File: config.mk
export PLATFORM = sky130hd
export DESIGN_NAME = counter_sequencer
export DESIGN_NICKNAME = d
export VERILOG_FILES = /design/src/rtl/counter_pkg.sv /design/src/rtl/counter_sequencer.sv
export SDC_FILE = /design/constraint.sdc
export NUM_CORES = 1
export LEC_CHECK = 0
export CORE_ASPECT_RATIO = 1.4
export CORE_UTILIZATION = 40
export CTS_CLUSTER_DIAMETER = 30
export DETAILED_ROUTE_END_ITERATION = 7
export GPL_TIMING_DRIVEN = 0
export PLACE_DENSITY = 0.66
export SLEW_MARGIN = 20
export SYNTH_ARGS = -nofsm -noshare
export SYNTH_HDL_FRONTEND = slang
export SYNTH_SLANG_ARGS = --single-unit
File: constraint.sdc
create_clock -name clock -period 1.8 [get_ports clock]
set_input_delay 0.27 -clock clock [delete_from_list [all_inputs] [get_ports clock]]
set_output_delay 0.27 -clock clock [all_outputs]
set_load 0.03 [all_outputs]
File: src/rtl/counter_pkg.sv
// Shared definitions for the truncated up/down counter and its command sequencer.
package counter_pkg;

    localparam int CTR_WIDTH = 4;
    localparam int CTR_MAX   = 10;

    localparam logic [1:0] OP_LOAD = 2'd0;
    localparam logic [1:0] OP_UP   = 2'd1;
    localparam logic [1:0] OP_DOWN = 2'd2;
    localparam logic [1:0] OP_RSVD = 2'd3;

    typedef enum logic [1:0] {
        S_IDLE = 2'd0,
        S_LOAD = 2'd1,
        S_RUN  = 2'd2,
        S_DONE = 2'd3
    } seq_state_t;

endpackage

File: src/rtl/counter_sequencer.sv
// Command-driven controller for the truncated up/down counter: LOAD / RUN_UP / RUN_DOWN
// with abort, a one-cycle done pulse carrying the resulting count, and idle hold.
module counter_sequencer
    import counter_pkg::*;
#(
    parameter int WIDTH     = CTR_WIDTH,
    parameter int MAX_COUNT = CTR_MAX
) (
    input  logic             clock,
    input  logic             resetn,
    // Handshake: a command transfers on a rising edge where cmd_valid && cmd_ready.
    input  logic             cmd_valid,
    output logic             cmd_ready,
    input  logic [1:0]       cmd_op,
    input  logic [WIDTH-1:0] cmd_data,
    input  logic             abort,
    output logic             ctr_load,
    output logic [WIDTH-1:0] ctr_din,
    output logic             ctr_up_down,
    input  logic [WIDTH-1:0] ctr_count,
    output logic             done,
    output logic [WIDTH-1:0] result,
    output logic             cmd_err,
    output logic             busy,
    output seq_state_t       dbg_state
);

    localparam logic [WIDTH-1:0] MAX_W = WIDTH'(MAX_COUNT);
    localparam logic [WIDTH-1:0] ONE_W = WIDTH'(1);

    seq_state_t       state_q, state_d;
    logic [WIDTH-1:0] remaining_q, remaining_d;
    logic             dir_q, dir_d;
    logic [WIDTH-1:0] load_val_q, load_val_d;
    logic             done_q, done_d;
    logic [WIDTH-1:0] result_q, result_d;
    logic             err_q, err_d;
    logic [WIDTH-1:0] next_count;

    always_comb begin
        state_d     = state_q;
        remaining_d = remaining_q;
        dir_d       = dir_q;
        load_val_d  = load_val_q;
        err_d       = 1'b0;
        cmd_ready   = 1'b0;
        ctr_load    = 1'b1;
        ctr_din     = ctr_count;
        case (state_q)
            S_IDLE: begin
                cmd_ready = 1'b1;
                if (cmd_valid) begin
                    case (cmd_op)
                        OP_LOAD: begin
                            if (cmd_data <= MAX_W) begin
                                load_val_d = cmd_data;
                                state_d    = S_LOAD;
                            end else begin
                                err_d = 1'b1;
                            end
                        end
                        OP_UP, OP_DOWN: begin
                            if (cmd_data == '0) begin
                                state_d = S_DONE;
                            end else begin
                                dir_d       = (cmd_op == OP_DOWN);
                                remaining_d = cmd_data;
                                state_d     = S_RUN;
                            end
                        end
                        OP_RSVD: err_d = 1'b1;
                        default: err_d = 1'b1;
                    endcase
                end
            end
            S_LOAD: begin
                ctr_din = load_val_q;
                state_d = S_DONE;
            end
            S_RUN: begin
                // An abort cycle is a hold cycle; steps already taken stand.
                if (abort) begin
                    remaining_d = '0;
                    state_d     = S_DONE;
                end else begin
                    ctr_load    = 1'b0;
                    remaining_d = remaining_q - ONE_W;
                    if (remaining_q == ONE_W) begin
                        state_d = S_DONE;
                    end
                end
            end
            S_DONE: begin
                state_d = S_IDLE;
            end
            default: begin
                state_d = S_IDLE;
            end
        endcase
    end

    // Value the counter will hold after this edge, so result can be registered
    // and still equal ctr_count during the DONE cycle.
    always_comb begin
        if (ctr_load) begin
            next_count = ctr_din;
        end else if (dir_q) begin
            next_count = (ctr_count == '0) ? MAX_W : ctr_count - ONE_W;
        end else begin
            next_count = (ctr_count >= MAX_W) ? '0 : ctr_count + ONE_W;
        end
    end

    assign done_d   = (state_d == S_DONE);
    assign result_d = (state_d == S_DONE) ? next_count : result_q;

    always_ff @(posedge clock or negedge resetn) begin
        if (!resetn) begin
            state_q     <= S_IDLE;
            remaining_q <= '0;
            dir_q       <= 1'b0;
            load_val_q  <= '0;
            done_q      <= 1'b0;
            result_q    <= '0;
            err_q       <= 1'b0;
        end else begin
            state_q     <= state_d;
            remaining_q <= remaining_d;
            dir_q       <= dir_d;
            load_val_q  <= load_val_d;
            done_q      <= done_d;
            result_q    <= result_d;
            err_q       <= err_d;
        end
    end

    assign ctr_up_down = dir_q;
    assign done        = done_q;
    assign result      = result_q;
    assign cmd_err     = err_q;
    assign busy        = (state_q != S_IDLE);
    assign dbg_state   = state_q;

endmodule
[After elaboration in Yosys (flattened, before gate mapping)]
Index checks and enable logic that the tools add are counted.
W data, S select, Z words.
Word-level totals
  register bits: 17
  logic and storage cells: 58
Operators by class
  $add $sub $neg: 3
  $lt $le $gt $ge: 2
  equal/unequal tests: 11
  multiplexer cells: 24
  bitwise operators: 1
  reductions and logical operators: 10
Operators by type and width (number)
  $mux W4: 9
  $reduce_and A4 Y1: 3
  $eq A2 B2 Y1 const B: 5
  $logic_not A4 Y1: 2
  $mux W2: 4
  $pmux W2 S4: 1
  $pmux W4 S2: 1
  $sub A4 B1 Y4 const B: 2
  $mux W1: 7
  $add A4 B1 Y4 const B: 1
  $eq A2 B1 Y1 const B: 2
  $eq A4 B1 Y1 const B: 1
  $ge A4 B4 Y1 const B: 1
  $le A4 B4 Y1 const B: 1
  $logic_not A2 Y1: 2
  $ne A2 B2 Y1 const B: 2
  $pmux W2 S2: 1
  $reduce_bool A2 Y1: 2
  $ne A2 B1 Y1 const B: 1
  $pmux W1 S2: 1
  $reduce_or A2 Y1: 1
  $not A1 Y1: 1

[Logic depth before layout (Yosys ltp)]
Gate-level depths: netlist of run 1.
  depth in word-level cells: 6
  gate-level depth with buffers: 9
  mapped depth without buffers: 8

[Least setup slack after synthesis of run 1]
OpenSTA, ideal clock, no wires.
  path type: reg-to-reg
  from: register state_q[1], in the netlist dbg_state[1]
  to: register result_q[0], in the netlist result[0]
  setup time: 0.125 ns
  arrival time: 2.392 ns
  data required time: 1.675 ns
  slack: -0.717 ns
  cell stages (with the launch flop): 9
  cell sequence: dfrtp_1 > inv_1 > ha_1 > buf_2 > inv_1 > o41a_1 > nor4bb_1 > buf_4 > mux2_4
On the way
  cells in the longest elaborated chain, start to end: 5
Ends and longest elaborated chain
  from (decl): RTL line counter_sequencer.sv:31  | seq_state_t state_q, state_d;
  from (signal assigned): RTL line counter_sequencer.sv:127  | state_q <= state_d;
  $mux W2: RTL line counter_sequencer.sv:55  | if (cmd_data <= MAX_W) begin
  $pmux W2 S2: RTL line counter_sequencer.sv:53  | case (cmd_op)
  $mux W2: RTL line counter_sequencer.sv:52  | if (cmd_valid) begin
  $pmux W2 S4 (*): RTL line counter_sequencer.sv:49  | case (state_q)
  net state_d[1]: RTL line counter_sequencer.sv:31
  $eq A2 B2 Y1 (*)
  net done_d: RTL line counter_sequencer.sv:35  | logic done_q, done_d;
  to (signal assigned): RTL line counter_sequencer.sv:132  | result_q <= result_d;
  to (decl): RTL line counter_sequencer.sv:36  | logic [WIDTH-1:0] result_q, result_d;
Mark *: on every way through the listed nets, which the timed path passes. The rest lies on a longest branch.
A chain may end at the register's enable or synchronous reset.

[Final worst setup path of run 1]
  from: input cmd_data[3]
  to: register result_q[2], in the netlist result[2]
On the way
  cells in the longest elaborated chain, start to end: 6
Ends and longest elaborated chain
  from (decl): RTL line counter_sequencer.sv:15  | input logic [WIDTH-1:0] cmd_data,
  $le A4 B4 Y1 or $logic_not A4 Y1 (tied branches): RTL line counter_sequencer.sv:55, counter_sequencer.sv:63
  $mux W2 or $mux W1 (tied branches): RTL line counter_sequencer.sv:55, counter_sequencer.sv:63
  $pmux W2 S2 (*): RTL line counter_sequencer.sv:53
  $mux W2 (*): RTL line counter_sequencer.sv:52
  $pmux W2 S4 (*): RTL line counter_sequencer.sv:49
  $eq A2 B2 Y1 (*): RTL line counter_sequencer.sv:115  | assign result_d = (state_d == S_DONE) ? next_count : result_q;
Mark *: on every way between the ends. The rest lies on a longest branch, timed or not.

==> flow_metrics.env, run 1 <==
export IMPL_crit_type="in2reg"
export IMPL_startpoint="cmd_data[3]"
export IMPL_grt_busiest_layer="met2"
export IMPL_track_usage_pct=20.0
export IMPL_insertion_delay_ps=260
export IMPL_slew_headroom_pct=48.9
export IMPL_async_flop_share_pct=100
export IMPL_drtAntennaViolNets=0
export IMPL_cts_root_buf="clkbuf_8"
export IMPL_gr_total_overflow=0
export IMPL_worstPathMaxFanout=6
export IMPL_r2r_cells=7
export IMPL_core_rowCount=23
export IMPL_post_route_util_pct=62.0
export IMPL_setup_tns_ps=-1330
export IMPL_syn_inst=130
export IMPL_worstReg2RegStart="remaining_q[0]"
export IMPL_irDropWorstVdd_uv=1130
export IMPL_finClkSkew_ps=8.72
export IMPL_setup_viol=9
export IMPL_synth_top_cell_by_area="dfrtp_1"
export IMPL_viasPerCell=5.37
export IMPL_use_met1_pct=22.3
export IMPL_slew_violations=0
export IMPL_globalRouteMet2Util_pct=37.5
export IMPL_core_area_um2=2880
export IMPL_hpwl_um=2130
export IMPL_antenna_found_initial=0
export IMPL_antenna_cells=0
export IMPL_holdCritPathClass="in2async"
export IMPL_final_min_clock_period_ps=2040
export IMPL_power_total_w=0.00319
export IMPL_cts_path_max_buffers=2
export IMPL_gp_congestion=0.841
export IMPL_r2r_setup_slack_ps=-130
export IMPL_synthTopCellsByArea="dfrtp_1 (35%), ha_1 (12%), mux2_2 (5.6%)"
export IMPL_mappedNetlistArea_um2=1210
export IMPL_violations="setup timing"
export IMPL_portBuffers=28
export IMPL_wl_per_cell_um=14.5
export IMPL_numCtsBuffers=3
export IMPL_start_util_pct=42.1
export IMPL_final_nets=202
export IMPL_clock_sinks=17
export IMPL_power_density_nw_per_um2=1780
export IMPL_cts_tree="built"
export IMPL_ios=30
export IMPL_totalWireLength_um=3070
export IMPL_crit_path_end_kind="flip-flop"
export IMPL_ys_flop_type="dfrtp_1"
export IMPL_path_clk_slew_ps=70
export IMPL_drtPass1Iterations=4
export IMPL_synth_seq_cells=17
export IMPL_status="finished, violations left"
export IMPL_synth_top_area_share_pct=35.1
export IMPL_area_growth_synth_to_final_pct=47.4
export IMPL_fin_cells=212
export IMPL_max_freq_ghz=0.490
export IMPL_r2r_end="result[2]"
export IMPL_start_kind="input pin"
export IMPL_grt_pass1_vias=1146
export IMPL_htreeDepth=1
export IMPL_syn_nets=156
export IMPL_drt_iter0_drc=32
export IMPL_critPathRequiredTime_ps=1940
export IMPL_cp_arrival_ps=2180
export IMPL_cp_endpoint="result[2]"
export IMPL_ys_warn_count=0
export IMPL_fin_crit_sh_pct=113
export IMPL_grt_setup_unrepaired="yes"
export IMPL_worstMarginPinSlew_ps=764
export IMPL_finalHoldViolations=0
export IMPL_synth_edf_count=0
export IMPL_dieArea_um2=3250
export IMPL_timing_final_ws_setup_ps=-242
export IMPL_die_w_um=48.5
export IMPL_leakage_nw=0.806
export IMPL_cap_violations=0
export IMPL_vias=1138
export IMPL_synth_seq_area_share_pct=35.1
export IMPL_hold_buffers=0
export IMPL_dp_cells=195
export IMPL_syn_area_per_cell_um2=9.32
export IMPL_netlist_cell_type_count=39
export IMPL_grt_use_met3_pct=2.74
export IMPL_route_detailed_drc=0
export IMPL_drive_gt1_share_pct=32.6
export IMPL_die_y_um=67.1
export IMPL_grt_start_max_net_pins=18
export IMPL_grt_pass1_wl_um=5010
==> where the power goes <==
| part | internal, W | total (W) | switching [W] |
|---|---|---|---|
| Sequential | 0.000572 | 0.000723 | 0.000151 |
| Clock | 0.000154 | 0.000296 | 0.000142 |
| Combinational | 0.00109 | 0.00217 | 0.00107 |
| Total | 0.00182 | 0.00319 | 0.00137 |
==> repair_timing <==
item	4_1_cts	5_1_grt
gates resized for setup	46	13
setup buffers	5	10
setup endpoints to repair	17	14
pin swaps	5	5
==> metal layers <==
metal / part of all wire, % / vias up
met1: 43 / 550
li1: - / 555
met5: 0 / -
met4: 1.7 / 0
met3: 2.7 / 5
met2: 52 / 28
==> layout by cell type, fill, tap and decap left out, types with 3 or more instances in the layout <==
| cell | n |
|---|---|
| a21oi_1 | 8 |
| buf_2 | 3 |
| buf_4 | 14 |
| clkbuf_8 | 3 |
| clkdlybuf4s50_1 | 14 |
| dfrtp_1 | 15 |
| dlygate4sd2_1 | 7 |
| ha_1 | 9 |
| inv_1 | 6 |
| inv_2 | 4 |
| mux2_2 | 6 |
| mux2_4 | 4 |
| nand2_1 | 10 |
| nand3_1 | 4 |
| nor2_1 | 11 |
| nor3_1 | 3 |
==> area by class of cell <==
type | instances | area, um2
well taps | 37 | 46.3
repair buffers | 43 | 379
clock buffers | 3 | 41.3
inverters | 13 | 57.6
multi-input cells | 97 | 825
clock inverters | 1 | 5.00
flip-flops and latches | 17 | 428
plain buffers | 1 | 3.75
fillers | 256 | 1090
==> flip-flops by register name, indices dropped and copies added, names as in the netlist <==
signal,flops
remaining_q,4
cmd_err,1
dbg_state,2
load_val_q,4
ctr_up_down,1
result,4
done,1
==> how the worst min path moves through the flow <==
| stage | end | from | depth (start not counted) | slack (ps) |
|---|---|---|---|---|
| floorplan | cmd_err | resetn | 0 | -30 |
| global placement | load_val_q[3] | load_val_q[3] | 1 | 480 |
| detailed placement | load_val_q[3] | load_val_q[3] | 1 | 490 |
| CTS | load_val_q[0] | cmd_data[0] | 2 | 480 |
| global route | load_val_q[1] | cmd_data[1] | 2 | 520 |
| finish | result[1] | resetn | 1 | 450 |
==> logic make-up after synthesis <==
kind of cell	count (synthesis)	synth area share [%]
AOI/OAI and AO/OA	29	16.4
xor gates and xnor gates	2	1.45
adders and majority gates	12	12.4
buffers and inverters	16	5.37
DFF	17	35.1
muxes	12	12.2
and+or+nand+nor	42	17.0
==> worst max-delay path, cell delays in order <==
cell	delay (ps)
clkdlybuf4s50_1	540
nor4_2	310
a211oi_1	200
nand2_1	110
nor4bb_4	290
buf_6	170
mux2_4	300
==> synthesized netlist by cell type, types with 2 or more instances <==
| cell type | n |
|---|---|
| mux2i_1 | 2 |
| mux2_4 | 4 |
| ha_1 | 12 |
| a31oi_1 | 2 |
| nand3_1 | 4 |
| nor3_1 | 5 |
| a21oi_1 | 9 |
| nor3b_1 | 2 |
| nand2_1 | 10 |
| a22o_1 | 2 |
| nor2_1 | 13 |
| mux2_2 | 6 |
| inv_1 | 13 |
| dfrtp_1 | 17 |
| nand2b_1 | 2 |
| o21ai_0 | 4 |
==> per-stage QoR <==
step / area (um2) / setup WS (ps) / hold slack, ps
2_1_floorplan: 1240 / -421 / -25.6
3_3_place_gp: 1570 / -758 / 482
3_5_place_dp: 1570 / -782 / 490
4_1_cts: 1680 / -168 / 479
5_1_grt: 1790 / -293 / 515
6_report: 1790 / -242 / 453
Power figures use the tool's default switching activity.
==> inputs of run 2 (changes only) <==
- CORE_MARGIN: unset -> 2
- REMOVE_ABC_BUFFERS: unset -> 1
==> run 2 against run 1 <==
Compared with the run above: clock-buffer cell count unchanged; routed wire length up 4.0%; utilization down 0.74 points; critical endpoint unchanged; sequential share of layout area up 0.22 points; the flow still finishes with violations (setup timing); via count up 1.5%; cell area down 1.2%; clock power about the same.
==> flow_metrics.env, run 2 (synthesis results as in run 1) <==
export IMPL_numCtsBuffers=3
export IMPL_dp_cells=193
export IMPL_gp_congestion=0.903
export IMPL_holdCritPathClass="in2reg"
export IMPL_fin_crit_sh_pct=107
export IMPL_timing_final_ws_setup_ps=-120
export IMPL_core_area_um2=2880
export IMPL_crit_slowest_cell="dfrtp_2"
export IMPL_worstPathMaxFanout=5
export IMPL_clock_sinks=17
export IMPL_cts_root_buf="clkbuf_8"
export IMPL_crit_chain="inv_2, ha_1, o31a_1, nor3_2, nor4bb_4, buf_6, mux2_4"
export IMPL_crit_path_end_kind="flip-flop"
export IMPL_final_common_cell="dfrtp_1"
export IMPL_leakage_nw=0.804
export IMPL_fin_cells=212
export IMPL_core_rowCount=23
export IMPL_drive_gt1_share_pct=31.4
export IMPL_cap_violations=0
export IMPL_cts_tree="built"
export IMPL_setup_tns_ps=-470
export IMPL_antenna_found_initial=0
export IMPL_cts_path_max_buffers=2
export IMPL_grt_pass1_vias=1195
export IMPL_dieArea_um2=3490
export IMPL_vias=1155
export IMPL_power_density_nw_per_um2=1780
export IMPL_drtPass1Iterations=4
export IMPL_start_kind="flip-flop"
export IMPL_wl_per_cell_um=15.1
export IMPL_portBuffers=29
export IMPL_viasPerCell=5.45
export IMPL_slew_violations=0
export IMPL_fillCellCount=246
export IMPL_cp_arrival_ps=2060
export IMPL_antenna_cells=0
export IMPL_status="finished, violations left"
export IMPL_max_freq_ghz=0.521
export IMPL_htreeDepth=1
export IMPL_grt_setup_unrepaired="yes"
export IMPL_ios=30
export IMPL_cp_slowest_stage_delay_ps=430
export IMPL_route_detailed_drc=0
export IMPL_hold_buffers=0
export IMPL_start_util_pct=42.1
export IMPL_violations="setup timing"
export IMPL_path_clk_slew_ps=70
export IMPL_die_y_um=69.1
export IMPL_finalHoldViolations=0
export IMPL_grt_pass1_wl_um=5390
export IMPL_critPathRequiredTime_ps=1940
export IMPL_finClkSkew_ps=2.27
export IMPL_setup_viol=4
export IMPL_insertion_delay_ps=250
export IMPL_drtAntennaViolNets=0
export IMPL_critical_path_top_delay_family="flip-flops"
export IMPL_gr_total_overflow=0
export IMPL_track_usage_pct=19.5
export IMPL_critPathBufInv=2
export IMPL_crit_type="reg2reg"
export IMPL_final_nets=202
export IMPL_die_w_um=50.5
export IMPL_slew_headroom_pct=45.7
export IMPL_worstMarginPinSlew_ps=812
export IMPL_drt_iter0_drc=38
export IMPL_area_growth_synth_to_final_pct=45.7
export IMPL_totalWireLength_um=3200
export IMPL_hpwl_um=2160
export IMPL_irDropWorstVdd_uv=1170
export IMPL_grt_start_max_net_pins=18
export IMPL_final_min_clock_period_ps=1920
export IMPL_final_cell_mix="dfrtp_1 (16), buf_4 (15), clkdlybuf4s50_1 (14), nor2_1 (11), nand2_1 (10)"
[run 2: report_power, final]
group / switching [W] / internal [W] / total [W]
sequential: 0.000128 / 0.000570 / 0.000698
clock: 0.000139 / 0.000154 / 0.000293
combinational: 0.00108 / 0.00106 / 0.00214
total: 0.00135 / 0.00179 / 0.00313
[run 2: layer usage]
| metal | GRT usage, % | wire length (um) | vias to the layer above |
|---|---|---|---|
| met5 | 0 | 0 | - |
| met4 | 7.81 | 70 | 0 |
| met3 | 2.16 | 132 | 8 |
| met2 | 36.3 | 1710 | 33 |
| met1 | 21.9 | 1290 | 556 |
| li1 | - | - | 558 |
[run 2: final timing paths]
path | from | endpoint | slack, ps | cells after the start
max | dbg_state[0] | result[2] | -120 | 7
min | cmd_op[1] | ctr_up_down | 430 | 3
max reg2reg | dbg_state[0] | result[2] | -120 | 7
min reg2reg | load_val_q[3] | load_val_q[3] | 500 | 1
max in group asynchronous | resetn | dbg_state[0] | 760 | 1
min in group asynchronous | resetn | result[2] | 480 | 1
[run 2: timing repair]
action                                  in CTS  in global routing
hold endpoints to repair                     0                  0
endpoints found under the setup margin      20                 10
setup buffers                               12                  3
pin swaps                                    6                  1
resized for setup                           54                 15
[run 2: metrics by stage]
stage / total power, W / cell area (um2) / util (%) / hold WS, ps / setup WS [ps]
2_1_floorplan: 0.00182 / 1190 / - / -25.6 / -1020
3_3_place_gp: 0.00233 / 1530 / 53.2 / 486 / -1390
3_5_place_dp: 0.00237 / 1540 / 53.4 / 486 / -1050
4_1_cts: 0.00301 / 1740 / 60.3 / 500 / -75.0
5_1_grt: 0.00334 / 1760 / 61.3 / 473 / -214
6_report: 0.00313 / 1760 / 61.3 / 432 / -120
[run 2: area by class of cell]
type	count	area (um2)	share of cell area [%]
Multi-Input combinational cell	97	818	46.4
Inverter	13	53.8	3.05
Clock buffer	3	41.3	2.34
Tap cell	37	46.3	2.62
Timing Repair Buffer	44	373	21.1
Sequential cell	17	427	24.2
Clock inverter	1	5.00	0.284
[run 2: tightest hold or removal path, cell delays in order]
cell and delay (ps):
clkbuf_2 110, ha_1 140, mux2_2 130
==> inputs of run 3 (changes only) <==
- DONT_BUFFER_PORTS: unset -> 1
- PLACE_DENSITY: 0.66 -> 0.52
==> run 3 against run 2 <==
Compared with the run above: the run still ends with setup timing left; fmax decreased by 7.4%; worst setup slack got worse by 150 ps; flip-flop and latch count unchanged; die area unchanged; total power decreased by 8.0%; hold slack got worse by 260 ps; register-to-register slack got worse by 150 ps; routed wire length decreased by 9.3%; largest power group unchanged.
==> flow_metrics.env, run 3 (synthesis results as in run 1) <==
export IMPL_core_rowCount=23
export IMPL_drt_iter0_drc=23
export IMPL_leakage_nw=0.648
export IMPL_setup_tns_ps=-2160
export IMPL_cp_arrival_ps=2210
export IMPL_path_clk_slew_ps=70
export IMPL_fin_crit_sh_pct=115
export IMPL_start_util_pct=42.1
export IMPL_crit_path_end_kind="flip-flop"
export IMPL_hpwl_um=2160
export IMPL_grt_setup_unrepaired="yes"
export IMPL_cts_tree="built"
export IMPL_antenna_found_initial=0
export IMPL_die_y_um=69.1
export IMPL_holdCritPathClass="in2reg"
export IMPL_use_met1_pct=20.4
export IMPL_wl_per_cell_um=16.3
export IMPL_cp_slowest_stage_delay_ps=520
export IMPL_insertion_delay_ps=250
export IMPL_hold_ws_ps=168
export IMPL_portBuffers=0
export IMPL_grt_use_met3_pct=4.33
export IMPL_htreeDepth=1
export IMPL_clock_sinks=17
export IMPL_slew_violations=0
export IMPL_max_freq_ghz=0.482
export IMPL_grt_busiest_layer="met2"
export IMPL_crit_chain="inv_4, ha_4, nor2_1, a31oi_1, o41a_1, nor4bb_4, buf_6, mux2_4"
export IMPL_track_usage_pct=18.1
export IMPL_cts_root_buf="clkbuf_8"
export IMPL_ios=30
export IMPL_grt_pass1_vias=1055
export IMPL_finalHoldViolations=0
export IMPL_start_kind="flip-flop"
export IMPL_drive_gt1_share_pct=29.1
export IMPL_drtPass1Iterations=4
export IMPL_grt_start_max_net_pins=18
export IMPL_totalWireLength_um=2900
export IMPL_power_total_w=0.00288
export IMPL_final_nets=168
export IMPL_slew_headroom_pct=47.7
export IMPL_final_min_clock_period_ps=2070
export IMPL_crit_type="reg2reg"
export IMPL_antenna_cells=0
export IMPL_finClkSkew_ps=1.74
export IMPL_dieArea_um2=3490
export IMPL_violations="setup timing"
export IMPL_setup_viol=13
export IMPL_worstMarginPinSlew_ps=781
export IMPL_crit_slowest_cell="dfrtp_2"
export IMPL_globalRouteMet2Util_pct=31.9
export IMPL_core_area_um2=2880
export IMPL_die_w_um=50.5
export IMPL_gr_total_overflow=0
export IMPL_route_detailed_drc=0
export IMPL_gp_congestion=0.821
export IMPL_worstPathMaxFanout=7
export IMPL_final_common_cell="dfrtp_1"
export IMPL_status="finished, violations left"
export IMPL_drtAntennaViolNets=0
export IMPL_numCtsBuffers=3
export IMPL_critPathRequiredTime_ps=1930
export IMPL_timing_final_ws_setup_ps=-273
export IMPL_grt_pass1_wl_um=4960
export IMPL_viasPerCell=5.90
export IMPL_cts_path_max_buffers=2
export IMPL_post_route_util_pct=52.1
export IMPL_power_density_nw_per_um2=1920
export IMPL_irDropWorstVdd_uv=1490
export IMPL_final_cell_mix="dfrtp_1 (15), nor2_1 (12), nand2_1 (10), ha_1 (9)"
export IMPL_area_growth_synth_to_final_pct=23.8
export IMPL_cap_violations=0
export IMPL_vias=1050
## run 3: cell count changes in the layout (fill, tap and decap cells not counted), sizes merged
cell / before / now
dlygate4sd2: 7 / 0
clkdlybuf4s15: 1 / 0
buf: 20 / 9
clkinvlp: 0 / 1
dlymetal6s2s: 1 / 0
dlygate4sd3: 0 / 1
clkdlybuf4s50: 14 / 0
clkinv: 1 / 0
inv: 13 / 12
## run 3: path summary, 6_finish.rpt
path                                    start        endpoint  slack (ps)  cells past startpoint
worst min register to register  load_val_q[3]   load_val_q[3]         500                      1
worst min-delay path              cmd_data[3]   load_val_q[3]         170                      1
worst max-delay path             dbg_state[0]       result[0]        -270                      8
max in group asynchronous              resetn    dbg_state[0]         720                      1
worst max register to register   dbg_state[0]       result[0]        -270                      8
min in group asynchronous              resetn  remaining_q[1]         550                      1
## run 3: final cells by class
| class | instances | area, um2 |
|---|---|---|
| Clock buffer | 4 | 45.0 |
| Multi-Input combinational cell | 97 | 832 |
| Inverter | 13 | 65.1 |
| Sequential cell | 17 | 428 |
| Timing Repair Buffer | 10 | 82.6 |
| Tap cell | 37 | 46.3 |
| Fill cell | 273 | 1380 |
## run 3: routing by layer
layer  vias up  share of wire (%)
met1       509                 39
met2        39                 52
met5         -                  0
met3        11                5.9
li1        491                  -
met4         0                2.9
## run 3: through the flow
| stage | worst slack (ps) | instance area, um2 | cells |
|---|---|---|---|
| 2_1_floorplan | -1020 | 1190 | 127 |
| 3_3_place_gp | -1570 | 1240 | 164 |
| 3_5_place_dp | -1230 | 1250 | 164 |
| 4_1_cts | -269 | 1440 | 175 |
| 5_1_grt | -379 | 1500 | 178 |
| 6_report | -273 | 1500 | 178 |
## run 3: repair_timing
action,in CTS,in global routing
hold buffers,1,0
resized for setup,28,7
buffers inserted,6,3
pin swaps,4,5
hold endpoints to repair,17,0
endpoints found under the setup margin,22,16
## run 3: worst max-delay path, delay by kind of cell (launching register included)
family / cells / cell delay, ps
muxes: 1 / 300
DFF: 1 / 520
buffers and inverters: 2 / 290
and+or+nand+nor: 2 / 270
adders and majority gates: 1 / 250
AOI/OAI and AO/OA: 2 / 330
## run 3: where the power goes
| group | switching, W | internal (W) | total, W | leakage, nW |
|---|---|---|---|---|
| logic | 0.000826 | 0.000854 | 0.00168 | 0.419 |
| registers | 0.000348 | 0.000570 | 0.000917 | 0.206 |
| clock network | 0.000128 | 0.000157 | 0.000284 | 0.0228 |
